===== config.mk =====
export PLATFORM = sky130hd
export DESIGN_NAME = clock_multiplier
export DESIGN_NICKNAME = d
export VERILOG_FILES = /design/src/rtl/clock_multiplier.sv
export SDC_FILE = /design/constraint.sdc
export NUM_CORES = 1
export LEC_CHECK = 0
export CORE_MARGIN = 2
export CORE_UTILIZATION = 50
export CTS_CLUSTER_SIZE = 10
export DETAILED_ROUTE_END_ITERATION = 10
export PLACE_DENSITY = 0.78
export SLEW_MARGIN = 15
export SYNTH_ARGS = -nofsm -noshare
export SYNTH_HDL_FRONTEND = slang
export SYNTH_SLANG_ARGS = --single-unit

===== constraint.sdc =====
create_clock -name clk_in -period 4 [get_ports clk_in]
set_clock_uncertainty 0.05 [all_clocks]
set_input_delay 0.8 -clock clk_in [delete_from_list [all_inputs] [get_ports clk_in]]
set_output_delay 0.8 -clock clk_in [all_outputs]
set_load 0.02 [all_outputs]

===== src/rtl/clock_multiplier.sv =====
// -----------------------------------------------------------------------------
// clock_multiplier
//
// Measures the period of a slow asynchronous reference (ref_in) in clk_in
// cycles and emits MULT evenly spaced single-cycle ticks per reference period.
// Tick 0 is phase-aligned to each reference rising edge.
//
// Parameters
//   MULT       ticks per reference period (>= 2, < 2**CNT_W)
//   CNT_W      width of period counter, accumulator base and period output
//   MAX_PERIOD longest accepted period; reaching it without an edge times out
//
// Ports
//   clk_in    in   system clock, all logic on its rising edge
//   reset     in   asynchronous active-high reset
//   ref_in    in   asynchronous reference, rising edges define periods
//   tick_out  out  single-cycle tick strobe, MULT per locked period
//   clk_out   out  toggles on every tick_out
//   period    out  last accepted period in clk_in cycles
//   locked    out  high while ticks track a valid period
//   timeout   out  one-cycle pulse when no edge arrives within MAX_PERIOD
// -----------------------------------------------------------------------------
module clock_multiplier #(
   parameter int MULT       = 4,
   parameter int CNT_W      = 16,
   parameter int MAX_PERIOD = (1 << CNT_W) - 1
) (
   input  logic             clk_in,
   input  logic             reset,
   input  logic             ref_in,
   output logic             tick_out,
   output logic             clk_out,
   output logic [CNT_W-1:0] period,
   output logic             locked,
   output logic             timeout
);

   typedef enum logic [1:0] {
      IDLE    = 2'd0,
      MEASURE = 2'd1,
      LOCKED  = 2'd2
   } state_t;

   localparam logic [CNT_W:0]   MULT_W  = (CNT_W+1)'(MULT);
   localparam logic [CNT_W:0]   MAX_W   = (CNT_W+1)'(MAX_PERIOD);
   localparam logic [CNT_W-1:0] MULT_T  = CNT_W'(MULT);
   localparam logic [CNT_W-1:0] TO_CNT  = CNT_W'(MAX_PERIOD - 1);

   state_t           state;
   logic             sync1, sync2, sync3;
   logic             rise;
   logic [CNT_W-1:0] cnt;
   logic [CNT_W:0]   acc;
   logic [CNT_W-1:0] tcnt;

   logic [CNT_W:0]   p_meas;
   logic             p_valid;
   logic [CNT_W:0]   acc_sum;
   logic             tick_run;
   logic             tick_step;

   // Synchronizer, delay flop and registered edge strobe. Registering the
   // strobe puts 'rise' one cycle after the second sync stage.
   // NOTE: every flop here, including the synchronizer, is cleared by the
   // async reset so a reset mid-stream cannot leave a stale edge in flight.
   always_ff @(posedge clk_in or posedge reset) begin
      if (reset) begin
         sync1 <= 1'b0;
         sync2 <= 1'b0;
         sync3 <= 1'b0;
         rise  <= 1'b0;
      end else begin
         // NOTE: non-blocking assignments so each stage samples the previous
         // stage's old value and the chain really is three flops deep.
         sync1 <= ref_in;
         sync2 <= sync1;
         sync3 <= sync2;
         rise  <= sync2 & ~sync3;
      end
   end

   // Period measurement and fractional tick step. acc < period <= MAX_PERIOD,
   // so one extra bit is enough for acc + MULT to never wrap.
   always_comb begin
      // NOTE: every output of this block gets a value on every path, so no
      // latch is inferred.
      p_meas    = {1'b0, cnt} + (CNT_W+1)'(1);
      p_valid   = (p_meas >= MULT_W) && (p_meas <= MAX_W);
      acc_sum   = acc + MULT_W;
      tick_run  = (state == LOCKED) && (tcnt < MULT_T);
      tick_step = tick_run && (acc_sum >= {1'b0, period});
   end

   always_ff @(posedge clk_in or posedge reset) begin
      if (reset) begin
         state    <= IDLE;
         cnt      <= '0;
         acc      <= '0;
         tcnt     <= '0;
         period   <= '0;
         locked   <= 1'b0;
         timeout  <= 1'b0;
         tick_out <= 1'b0;
         clk_out  <= 1'b0;
      end else begin
         timeout  <= 1'b0;
         tick_out <= 1'b0;
         case (state)
            IDLE: begin
               cnt <= '0;
               if (rise) state <= MEASURE;
            end
            MEASURE, LOCKED: begin
               if (rise) begin
                  cnt <= '0;
                  if (p_valid) begin
                     // Accepted edge: latch period and re-phase with tick 0,
                     // dropping any ticks still owed from the last period.
                     period   <= p_meas[CNT_W-1:0];
                     state    <= LOCKED;
                     locked   <= 1'b1;
                     tick_out <= 1'b1;
                     clk_out  <= ~clk_out;
                     acc      <= '0;
                     tcnt     <= CNT_W'(1);
                  end else begin
                     // Too-short period (glitch): drop lock, keep old period.
                     state  <= MEASURE;
                     locked <= 1'b0;
                  end
               end else if (cnt == TO_CNT) begin
                  timeout <= 1'b1;
                  state   <= IDLE;
                  locked  <= 1'b0;
                  cnt     <= '0;
                  acc     <= '0;
                  tcnt    <= '0;
               end else begin
                  cnt <= cnt + CNT_W'(1);
                  if (tick_step) begin
                     tick_out <= 1'b1;
                     clk_out  <= ~clk_out;
                     acc      <= acc_sum - {1'b0, period};
                     tcnt     <= tcnt + CNT_W'(1);
                  end else if (tick_run) begin
                     acc <= acc_sum;
                  end
               end
            end
            default: begin
               state  <= IDLE;
               locked <= 1'b0;
            end
         endcase
      end
   end

endmodule


### Word level (Yosys, flattened, before mapping)

Index checks and enable logic that the tools add are counted.

* add/sub/neg operators: 5
* $lt $le $gt $ge: 4
* equal/unequal tests: 7
* mux-type cells: 32
* bitwise gates (word level): 4
* reductions and logical operators: 15

Operators with widths (count)
* 16-bit two-way mux: 6
* 17-bit two-way mux: 5
* 16-bit by 1-bit adder with 16-bit output (second input constant): 2
* 16-bit one-hot mux with 2 select lines: 1
* 16-bit by 1-bit adder with 17-bit output (second input constant): 1
* 17-bit by 3-bit adder with 17-bit output (second input constant): 1
* 17-bit by 16-bit >= comparator with 1-bit output: 1
* 17-bit by 3-bit >= comparator with 1-bit output (second input constant): 1
* 17-bit by 16-bit less-or-equal comparator with 1-bit output (second input constant): 1
* 17-bit by 16-bit subtractor with 17-bit output: 1
* 16-bit equality test (second input constant): 1
* 16-bit by 3-bit less-than comparator with 1-bit output (second input constant): 1
* 1-bit two-way mux: 14
* 3-bit AND reduction: 3
* 2-bit two-way mux: 4
* 2-bit inequality test (second input constant): 2
* 2-bit one-hot mux with 2 select lines: 1
* 2-bit AND reduction: 2
* 4-bit AND reduction: 1
* 2-bit nonzero test: 2
* 4-bit nonzero test: 1
* 1-bit logical AND: 3
* 3-bit inequality test (second input constant): 1
* 1-bit inverter: 3
* other kinds (8): 8

* bits in registers: 75
* input port bits: 3
* output and inout bits: 20
* word-level logic and storage cells: 80

### Longest topological paths before layout

* depth in word-level cells: 7
* mapped depth: 16

### Least setup slack after synthesis

No wires, ideal clock.

* kind: register to register
* from: register acc[2]
* to: register acc[0]
* arrival: 3.086 ns
* slack: 0.740 ns
* cell stages (with the launch flop): 15
* path buffers: 0
* clock period less this slack: 3.260 ns
* cells stage by stage: dfrtp_1 ha_1 nand3_1 nor2_1 nand4_1 xnor2_1 ha_1 a21oi_1 o21ai_0 a21bo_2 a211oi_1 a21boi_2 nand2b_1 nand2_1 mux2_2

* longest elaborated chain between the ends: 6
* elaborated cells between the ends (all ways): 8
* classes of those cells: 1 x add/sub; 1 x order compare; 3 x mux; 3 x reduce/logical

RTL lines
* start, declared: RTL line 53 `logic [CNT_W:0] acc;`
* start signal, assigned: RTL line 143 `acc <= acc_sum - {1'b0, period};`
* start signal, assigned: RTL line 146 `acc <= acc_sum;`
* 17-bit by 3-bit adder with 17-bit output *: RTL line 89 `acc_sum = acc + MULT_W;`
* 17-bit by 16-bit >= comparator with 1-bit output *: RTL line 91 `tick_step = tick_run && (acc_sum >= {1'b0, period});`
* 1-bit logical AND *: RTL line 91
* 17-bit two-way mux: RTL line 140 `if (tick_step) begin`
* 17-bit two-way mux: RTL line 131 `end else if (cnt == TO_CNT) begin`
* 17-bit two-way mux: RTL line 114 `if (rise) begin`

Mark *: on every way between the ends. The rest lies on a longest branch, timed or not.
A chain may end at the register's enable or synchronous reset.

### Final worst setup path

* from: register acc[2]
* to: register acc[15]

* longest elaborated chain between the ends: 6
* elaborated cells between the ends (all ways): 10
* classes of those cells: 2 x add/sub; 1 x order compare; 4 x mux; 3 x reduce/logical

RTL lines (RTL line)
* 17-bit by 3-bit adder with 17-bit output *: 89
* 17-bit by 16-bit >= comparator with 1-bit output: 91
* 1-bit logical AND: 91
* 17-bit two-way mux: 140
* 17-bit two-way mux: 131
* 17-bit two-way mux: 114

Mark *: on every way between the ends. The rest lies on a longest branch, timed or not. The select of a mux whose other input is x is not followed.

==> out/qor.yml <==
outcome: "finished, final reports clean"
yosysWarnings: 0
dieArea_mm2: 0.01110
diodes: 0
postCtsSetupBuffers: 0
wl_um: 12930
hpwlAfterDp_um: 9364
worstSkewPairLatency_ns: 0.37
regToRegSetupSlack_ns: 0.36
synth.largest_area_cell: "dfrtp_1"
timing.final.ws_setup_ns: 0.3579
path_common_cell: "ha_1"
cts_buffers: 9
yosysTopAreaCellShare_pct: 36.52
critPathRequiredTime_ns: 4.19
post-route-drc-count: 0
drtPass1Iterations: 5
slew_viol_final: 0
root_buffer: "clkbuf_8"
hold_buffers: 0
timing.fmax_ghz: 0.2746
fin_area_mm2: 0.005743
routedWlPerCell_um: 17.19
ff_latch_area_mm2: 0.001877
synth-edff-count: 0
post-route-util_pct: 56.65
pre_cts_ws_ns: 0.2755
crit_arrival_ns: 3.83
slew_headroom_pct: 35.81
hp-class: "reg2reg"
fillers: 930
fp.dieW_um: 105.4
grt_pass1_wl_um: 21760
fin_crit_ns: 3.642
cts_tree: "yes"
async_reset_ff_share_pct: 100.0
yosys-top-cells-area: "dfrtp_1 37%, ha_1 5.6%, o21ai_0 4.5%"
die_h_um: 105.4
portBuffers: 22
ys_ff_latch: 75
start_util_pct: 50.68
netlist_instances: 599
start_kind: "register"
nets: 639
end_kind: "register"
grt.overflow.total: 0
synth_nets: 626
ys_types: 70
synth_area_mm2: 0.005139
timing.final.crit_share_pct: 91.05
finalSetupViolCount: 0
power_density_mw_per_mm2: 452.3
path_cells: "ha_1, nand3_1, nor2_2, nand4_1, xnor2_1, ha_1, a21oi_1, o21ai_0, a21bo_2, a211oi_2, a21boi_2, buf_4, and4_1, a221o_1"
grt_pass1_vias: 4302
gp_congestion: 0.9353
drt_iter0_markers: 283
max_cap_viol_count: 0
syn_area_per_cell_um2: 8.579
num_vias: 4498
slowest_stage: "dfrtp_1"
grt_use_total_pct: 24.56
cts.htree.levels: 3
finalHoldViolCount: 0
clock_path_buffers: 2
worst-slew-pin-transition_ns: 0.9628
multi_input_area_mm2: 0.002960
critPathKind: "reg2reg"
netlist_top_cells_count: "75 x dfrtp_1, 47 x nand2_1, 46 x o21ai_0, 45 x inv_1, 45 x nor2_1"
power_leakage_nw: 2.371
vias_per_cell: 5.981
drive_gt1_share_pct: 9.091
place_area_mm2: 0.005483
peakVddDrop_mv: 0.2275
drtAntennaViolNets: 0
clk_pin_slew_ns: 0.08
tns_ns: 0
area_growth_syn_to_layout_pct: 11.76
rsz0062_at_grt: "false"
ys_seq_area_share_pct: 36.52
io_pins: 23
worstPathMaxFanout: 11
grt_max_degree: 76
clock-sinks: 75
antenna_found_initial: 0
slowest_delay_ns: 0.42
core_mm2: 0.01014
ys.flop_type: "dfrtp_1"
yosys.cell_count.top_type: "dfrtp_1"
num_rows: 37
==> through the flow <==
step	instances	hold WS (ns)	power, W
after global routing	752	0.3234	0.002750
after floorplan	599	0.2812	0.001598
after detailed placement	737	0.2865	0.001851
after CTS	752	0.3043	0.002592
after global placement	737	0.2840	0.001827
final	752	0.3018	0.002598
==> final timing paths <==
path	from	to	cells after the start
max in group asynchronous	reset	period[6]	3
worst min register to register	sync1	sync2	0
min in group asynchronous	reset	cnt[13]	3
worst min-delay path	sync1	sync2	0
worst max-delay path	acc[2]	acc[15]	14
worst max register to register	acc[2]	acc[15]	14
==> kinds of logic after synthesis <==
kind of cell | count (synthesis) | share of synthesized area [%]
AO/OA/AOI/OAI | 148 | 19.04
multiplexers | 11 | 2.313
AND/OR/NAND/NOR | 220 | 22.55
flip-flops | 75 | 36.52
buffers and inverters | 78 | 6.257
adder cells (fa/ha/maj) | 24 | 5.990
XOR/XNOR | 43 | 7.329
==> flip-flops by register name (all words and copies together) (netlist names) <==
signal    count
cnt          16
rise          1
timeout       1
clk_out       1
tcnt         16
sync2         1
acc          17
tick_out      1
period       16
sync1         1
sync3         1
locked        1
state         2
==> worst max-delay path: cells and delay by family (launching register included) <==
| family | cells | cell delay [ns] |
|---|---|---|
| DFF | 1 | 0.42 |
| adders and majority gates | 2 | 0.53 |
| xor gates and xnor gates | 1 | 0.22 |
| and+or+nand+nor | 4 | 0.83 |
| buffers and inverters | 1 | 0.21 |
| AOI/OAI and AO/OA | 6 | 1.25 |
==> cell usage in the layout, fill, tap and decap left out, types with 16 or more instances in the layout <==
master           netlist  layout
a21oi_1               30      29
clkdlybuf4s50_1        0      22
dfrtp_1               75      75
ha_1                  23      23
inv_1                 45      44
nand2_1               47      47
nand3_1               26      26
nand4_1               16      16
nor2_1                45      44
nor3_1                19      19
o21ai_0               46      46
xnor2_1               25      25
xor2_1                18      18
==> final cells by class <==
cell class	count	area share (%)
timing repair buffer	35	5.534
multi-input combinational	446	51.55
clock buffer	11	2.636
sequential	75	32.68
inverter	45	2.941
clock inverter	4	1.699
tap	136	2.963
==> what timing repair did <==
item / 4_1_cts / 5_1_grt
endpoints found under the hold margin: 0 / 0
resized for setup: 0 / 3
endpoints found under the setup margin: 0 / 6
==> routing by layer <==
layer	share of wire, %	GRT usage [%]	vias up
met3	5.0	3.958	28
met1	46	34.77	2174
met5	0	0	-
met4	2.4	9.714	0
met2	46	37.65	126
li1	-	-	2170
==> power by group <==
group	leakage (nW)	total, W	internal, W	switching [W]
combinational	1.22	0.000970	0.000391	0.000579
sequential	1.03	0.000892	0.000815	0.0000773
clock	0.122	0.000735	0.000445	0.000290
No activity file was read; power rests on OpenSTA's default activity.
